**src/rtl/decoder_scan_ctrl_pkg.sv**
```systemverilog
// Shared encodings for the decoder scan sequencer: scan modes, select width
// and direction values.
package decoder_scan_ctrl_pkg;

  localparam int SEL_W = 3;

  typedef enum logic [1:0] {
    MODE_MANUAL   = 2'b00,
    MODE_UP       = 2'b01,
    MODE_DOWN     = 2'b10,
    MODE_PINGPONG = 2'b11
  } mode_e;

  localparam logic DIR_UP = 1'b0;
  localparam logic DIR_DN = 1'b1;

  localparam logic [SEL_W-1:0] SEL_MIN = '0;
  localparam logic [SEL_W-1:0] SEL_MAX = '1;

endpackage

```
**src/rtl/decoder_scan_ctrl_sync_debounce.sv**
```systemverilog
// Two-flop synchroniser plus debouncer for one asynchronous board input.
// The clean output follows the synchronised level only after it has held a new value long enough.
module sync_debounce
  import decoder_scan_ctrl_pkg::*;
#(
  parameter int DEB_CYCLES = 1000000
) (
  input  logic clk,
  input  logic rst_n,
  input  logic raw,
  output logic clean
);

  localparam int CNT_W = (DEB_CYCLES > 1) ? $clog2(DEB_CYCLES) : 1;
  localparam logic [CNT_W-1:0] CNT_LAST = CNT_W'(DEB_CYCLES - 1);

  logic             r_meta;
  logic             r_sync;
  logic             r_clean;
  logic [CNT_W-1:0] r_cnt;

  always_ff @(posedge clk or negedge rst_n) begin
    if (!rst_n) begin
      r_meta  <= 1'b0;
      r_sync  <= 1'b0;
      r_clean <= 1'b0;
      r_cnt   <= '0;
    end else begin
      r_meta <= raw;
      r_sync <= r_meta;
      // The count tracks how long the synchronised level has disagreed with clean.
      if (r_sync == r_clean) begin
        r_cnt <= '0;
      end else if (r_cnt == CNT_LAST) begin
        r_clean <= r_sync;
        r_cnt   <= '0;
      end else begin
        r_cnt <= r_cnt + 1'b1;
      end
    end
  end

  assign clean = r_clean;

endmodule

```
**src/rtl/decoder_scan_ctrl.sv**
```systemverilog
// Select sequencer for the 3-to-8 LED decoder: manual switches, up/down count
// or ping-pong scan, advanced by a prescaler or a debounced single-step button.
module decoder_scan_ctrl
  import decoder_scan_ctrl_pkg::*;
#(
  parameter int TICK_DIV   = 50000000,
  parameter int DEB_CYCLES = 1000000
) (
  input  logic             clk,
  input  logic             rst_n,
  input  logic [SEL_W-1:0] SW_in,
  input  logic             step_btn,
  input  logic [1:0]       mode,
  input  logic             run,
  output logic [SEL_W-1:0] sel,
  output logic             dir,
  output logic             tick
);

  localparam int PRE_W = (TICK_DIV > 1) ? $clog2(TICK_DIV) : 1;
  localparam logic [PRE_W-1:0] PRE_LAST = PRE_W'(TICK_DIV - 1);

  logic [SEL_W-1:0] w_sw_clean;
  logic             w_step_clean;
  logic             w_step_ev;
  logic             w_auto_ev;
  logic             w_adv;
  logic             w_manual;
  logic             w_mode_chg;
  logic             w_presc_en;
  logic [SEL_W-1:0] w_sel_nxt;
  logic             w_dir_nxt;
  logic             w_tick_nxt;
  mode_e            w_mode;

  logic             r_step_d;
  mode_e            r_mode_q;
  logic [PRE_W-1:0] r_presc;
  logic [SEL_W-1:0] r_sel;
  logic             r_dir;
  logic             r_tick;

  genvar gi;
  generate
    for (gi = 0; gi < SEL_W; gi++) begin : g_sw_deb
      sync_debounce #(
        .DEB_CYCLES(DEB_CYCLES)
      ) u_sw_deb (
        .clk  (clk),
        .rst_n(rst_n),
        .raw  (SW_in[gi]),
        .clean(w_sw_clean[gi])
      );
    end
  endgenerate

  sync_debounce #(
    .DEB_CYCLES(DEB_CYCLES)
  ) u_step_deb (
    .clk  (clk),
    .rst_n(rst_n),
    .raw  (step_btn),
    .clean(w_step_clean)
  );

  assign w_mode     = mode_e'(mode);
  assign w_manual   = (w_mode == MODE_MANUAL);
  assign w_mode_chg = (w_mode != r_mode_q);
  assign w_step_ev  = w_step_clean & ~r_step_d;

  // A mode change holds the prescaler at zero for that cycle so every mode starts a fresh period.
  assign w_presc_en = run & ~w_manual & ~w_mode_chg;
  assign w_auto_ev  = w_presc_en & (r_presc == PRE_LAST);
  assign w_adv      = (w_auto_ev | w_step_ev) & ~w_manual;

  always_ff @(posedge clk or negedge rst_n) begin
    if (!rst_n) begin
      r_step_d <= 1'b0;
      r_mode_q <= MODE_MANUAL;
      r_presc  <= '0;
    end else begin
      r_step_d <= w_step_clean;
      r_mode_q <= w_mode;
      if (!w_presc_en || (r_presc == PRE_LAST)) begin
        r_presc <= '0;
      end else begin
        r_presc <= r_presc + 1'b1;
      end
    end
  end

  always_comb begin
    w_sel_nxt = r_sel;
    w_dir_nxt = r_dir;
    case (w_mode)
      MODE_MANUAL: begin
        w_sel_nxt = w_sw_clean;
        w_dir_nxt = DIR_UP;
      end
      MODE_UP: begin
        if (w_adv) begin
          w_sel_nxt = r_sel + 1'b1;
          w_dir_nxt = DIR_UP;
        end
      end
      MODE_DOWN: begin
        if (w_adv) begin
          w_sel_nxt = r_sel - 1'b1;
          w_dir_nxt = DIR_DN;
        end
      end
      MODE_PINGPONG: begin
        // The ends bounce back one step and flip direction in the same update.
        if (w_adv) begin
          if (r_dir == DIR_UP) begin
            if (r_sel == SEL_MAX) begin
              w_sel_nxt = SEL_MAX - 1'b1;
              w_dir_nxt = DIR_DN;
            end else begin
              w_sel_nxt = r_sel + 1'b1;
            end
          end else begin
            if (r_sel == SEL_MIN) begin
              w_sel_nxt = SEL_MIN + 1'b1;
              w_dir_nxt = DIR_UP;
            end else begin
              w_sel_nxt = r_sel - 1'b1;
            end
          end
        end
      end
    endcase
  end

  assign w_tick_nxt = w_manual ? (w_sw_clean != r_sel) : w_adv;

  always_ff @(posedge clk or negedge rst_n) begin
    if (!rst_n) begin
      r_sel  <= '0;
      r_dir  <= DIR_UP;
      r_tick <= 1'b0;
    end else begin
      r_sel  <= w_sel_nxt;
      r_dir  <= w_dir_nxt;
      r_tick <= w_tick_nxt;
    end
  end

  assign sel  = r_sel;
  assign dir  = r_dir;
  assign tick = r_tick;

  a_tick_means_new_sel: assert property (
    @(posedge clk) disable iff (!rst_n) tick |-> (sel != $past(sel))
  );

endmodule

```
**config.mk**
```make
export PLATFORM = sky130hd
export DESIGN_NAME = decoder_scan_ctrl
export DESIGN_NICKNAME = d
export VERILOG_FILES = /design/src/rtl/decoder_scan_ctrl_pkg.sv /design/src/rtl/decoder_scan_ctrl_sync_debounce.sv /design/src/rtl/decoder_scan_ctrl.sv
export SDC_FILE = /design/constraint.sdc
export NUM_CORES = 1
export LEC_CHECK = 0
export BUFFER_PORTS_ARGS = -buffer_cell sky130_fd_sc_hd__buf_2
export CELL_PAD_IN_SITES_DETAIL_PLACEMENT = 1
export CELL_PAD_IN_SITES_GLOBAL_PLACEMENT = 2
export CORE_ASPECT_RATIO = 0.75
export CORE_MARGIN = 10
export CORE_UTILIZATION = 44
export CTS_CLUSTER_SIZE = 14
export DETAILED_ROUTE_END_ITERATION = 6
export PLACE_DENSITY = 0.86
export SLEW_MARGIN = 20
export SYNTH_ARGS = -nofsm -noshare
export SYNTH_HDL_FRONTEND = slang
export SYNTH_SLANG_ARGS = --single-unit
```
**constraint.sdc**
```tcl
create_clock -name clk -period 5.5 [get_ports clk]
set_clock_uncertainty 0.15 [all_clocks]
set_input_delay 0 -clock clk [delete_from_list [all_inputs] [get_ports clk]]
set_output_delay 0 -clock clk [all_outputs]
set_load 0.03 [all_outputs]
```
==> results.toml <==
[clock_network]
cts_tree = "done"
cts_max_path_buffers = 2
post-cts-setup-buffers = 0
cts_buffers = 17
root_buffer = "clkbuf_16"
clock-sinks = 126
htree_levels = 4
clk_pin_slew_ps = 60
worstSkewPairLatency_ps = 410

[run_status]
status = "completed"

[power]
max-vdd-ir-drop_mv = 0.260
p_leak_nw = 2.93
p_per_area_nw_per_um2 = 320

[floorplan]
start_util_pct = 44.7
die_h_um = 122
core_area_um2 = 13700
die_area_um2 = 19100
num_rows = 37
chipWidth_um = 156
io_pins = 14

[yosys]
yosysWarnings = 0
avgSynthCellArea_um2 = 10.0
yosysSeqAreaShare_pct = 51.4
synth_top_area_share_pct = 51.4
synth_area_leader_cell = "dfrtp_1"
syn_area_um2 = 6130
synth.distinct_cells = 42
syn_inst = 610
syn-num-nets = 630
ys_ff_latch = 126
synth_area_leaders = "dfrtp_1, xnor2_1, nor2_1, xor2_1, nand3_1"

[setup_path]
startpoint_type = "register"
path_max_fanout = 26
critPathKind = "register to register"
cp.required_ps = 5600
end_kind = "register"
arrival_ps = 2840

[timing]
worst_slack_ps = 2770
slew_violations = 0
hold_viol = 0
max_freq_ghz = 0.366
holdWs_ps = 69.7
fin_crit_ps = 2730
worst_pin_slew_ps = 1010
setup_tns_ps = 0
period_share_pct = 49.7
grt_setup_unrepaired = "no"
maxSlewHeadroom_pct = 32.4
setup_violations = 0

[placed_design]
numPortBuffers = 13
placed_cells = 785
hpwl_um = 9120
gp_congestion = 0.809
post-place-ws_ps = 2750

[drt]
top_layer_used = "met4"
vias_per_cell = 5.29
ant_nets = 0
drt_pass1_iterations = 4
wl_met2_um = 6510
remaining_drc_errors = 0
wl_met3_um = 373
vias = 4358
first_iter_violations = 175
finalWirelength_um = 13800
post_drt_wl_per_cell_um = 16.7
m1WireLength_um = 6790

[min_path]
hold_class = "input port to register"

[global_routing]
globalRouteTotalUtil_pct = 15.6
gr-total-overflow = 0
grt_pass1_vias = 4694
grt_pass1_wl_um = 24100
antenna_found_initial = 0
grt_max_degree = 79

[finish]
layout-drive-gt1-share_pct = 9.24
diodes = 0
layout.nets = 657
areaGrowthSynthToFinish_pct = 13.8
instances_no_fill = 824

[flow_run]
drv_cap = 0
==> area by class of cell <==
type | count | area, um^2
Fill cell | 1529 | 6730
Sequential cell | 126 | 3150
Multi-Input combinational cell | 448 | 2820
Clock buffer | 17 | 425
Tap cell | 175 | 219
Timing Repair Buffer | 22 | 155
Clock inverter | 14 | 123
Inverter | 22 | 82.6
==> synthesized netlist by cell type <==
cell type / n
nand2b_1: 4
or2_1: 2
or4_1: 1
mux2_2: 3
and3_1: 16
and4_1: 8
nor3b_1: 3
and2_1: 4
nand2_4: 1
mux2i_1: 5
nor2b_1: 3
nand2_1: 38
dfrtp_1: 126
nand4_1: 20
clkbuf_1: 4
mux2_1: 3
mux4_2: 1
or4_4: 1
o21ai_2: 1
o41a_2: 1
o21ai_0: 1
nand3b_1: 3
nor2_1: 128
o211ai_4: 1
xor2_1: 47
nor4b_1: 6
ha_1: 11
nand3_1: 37
or3_1: 1
nor3_1: 16
or2_2: 3
nor4_2: 2
nor4bb_1: 2
buf_4: 5
nor4_1: 11
inv_1: 22
o21ai_1: 1
o221ai_1: 1
xnor2_1: 57
nor4b_2: 1
a21oi_1: 4
buf_2: 5
==> where the power goes <==
part           internal [mW]  total [mW]  switching, mW
registers              0.950       0.980         0.0306
logic                 0.0746       0.201          0.127
clock network          0.617        1.05          0.431
==> flip-flops by register name, indices dropped and copies added, names as in the netlist, 2 cells and up <==
name,count
g_sw_deb.u_sw_deb.clean,3
r_mode_q,2
sel,3
g_sw_deb.u_sw_deb.r_sync,3
g_sw_deb.u_sw_deb.r_meta,3
g_sw_deb.u_sw_deb.r_cnt,60
u_step_deb.r_cnt,20
r_presc,26
==> critical path, stage by stage (launching register included) <==
cell and delay, ps:
dfrtp_1 440, nor4b_1 390, nand4_1 140, or4_4 580
nand2b_1 730, nor2_1 130
==> cells by family after synthesis <==
kind of cell             after synthesis  share of synthesized area (%)
AO/OA/AOI/OAI                         10                           1.33
XOR/XNOR                             104                           14.9
adder cells (fa/ha/maj)               11                           2.25
buffers and inverters                 36                           2.61
flip-flops                           126                           51.4
multiplexers                          12                           2.29
AND/OR/NAND/NOR                      311                           25.2
==> final timing paths <==
path	start	to	slack, ps	depth (start not counted)
worst max-delay path	r_presc[10]	r_presc[17]	2770	5
worst min-delay path	SW_in[1]	g_sw_deb[1].u_sw_deb.r_meta	70	2
worst max register to register	r_presc[10]	r_presc[17]	2770	5
worst min register to register	u_step_deb.r_meta	u_step_deb.r_sync	200	0
max in group asynchronous	rst_n	g_sw_deb[0].u_sw_deb.r_cnt[15]	3810	3
min in group asynchronous	rst_n	g_sw_deb[2].u_sw_deb.r_cnt[12]	190	2
==> layer usage <==
| layer | up-vias | track usage [%] |
|---|---|---|
| met5 | - | 0 |
| met4 | 0 | 5.00 |
| met3 | 13 | 3.50 |
| met2 | 43 | 24.6 |
| met1 | 2212 | 21.0 |
| li1 | 2090 | - |
==> metrics by stage <==
step	cell area, um^2	power [mW]	util [%]
final	6970	2.23	50.9
after global routing	6970	2.33	50.9
after CTS	6970	2.26	50.9
after detailed placement	6350	1.19	46.3
after global placement	6350	1.18	46.3
after floorplan	6130	1.12	-
==> layout by cell type, fill, tap and decap left out, drive strengths merged, types with 5 or more instances in the layout <==
master | netlist | final
nor2 | 128 | 128
xor2 | 47 | 47
nor3 | 16 | 16
clkinv | 0 | 7
mux2 | 6 | 6
inv | 22 | 23
and3 | 16 | 16
dfrtp | 126 | 126
dlygate4sd3 | 0 | 8
nor4 | 13 | 13
xnor2 | 57 | 57
mux2i | 5 | 5
ha | 11 | 11
and4 | 8 | 8
clkinvlp | 0 | 5
or2 | 5 | 5
buf | 10 | 14
clkbuf | 4 | 17
nand4 | 20 | 20
nor4b | 7 | 7
nand3 | 37 | 37
nand2 | 39 | 39
==> what timing repair did <==
item / in CTS / in global routing
endpoints found under the setup margin: 0 / 0
hold endpoints to repair: 87 / 0
resized for setup: 0 / 0
hold buffers: 8 / 0
No activity file was read; power rests on OpenSTA's default activity.
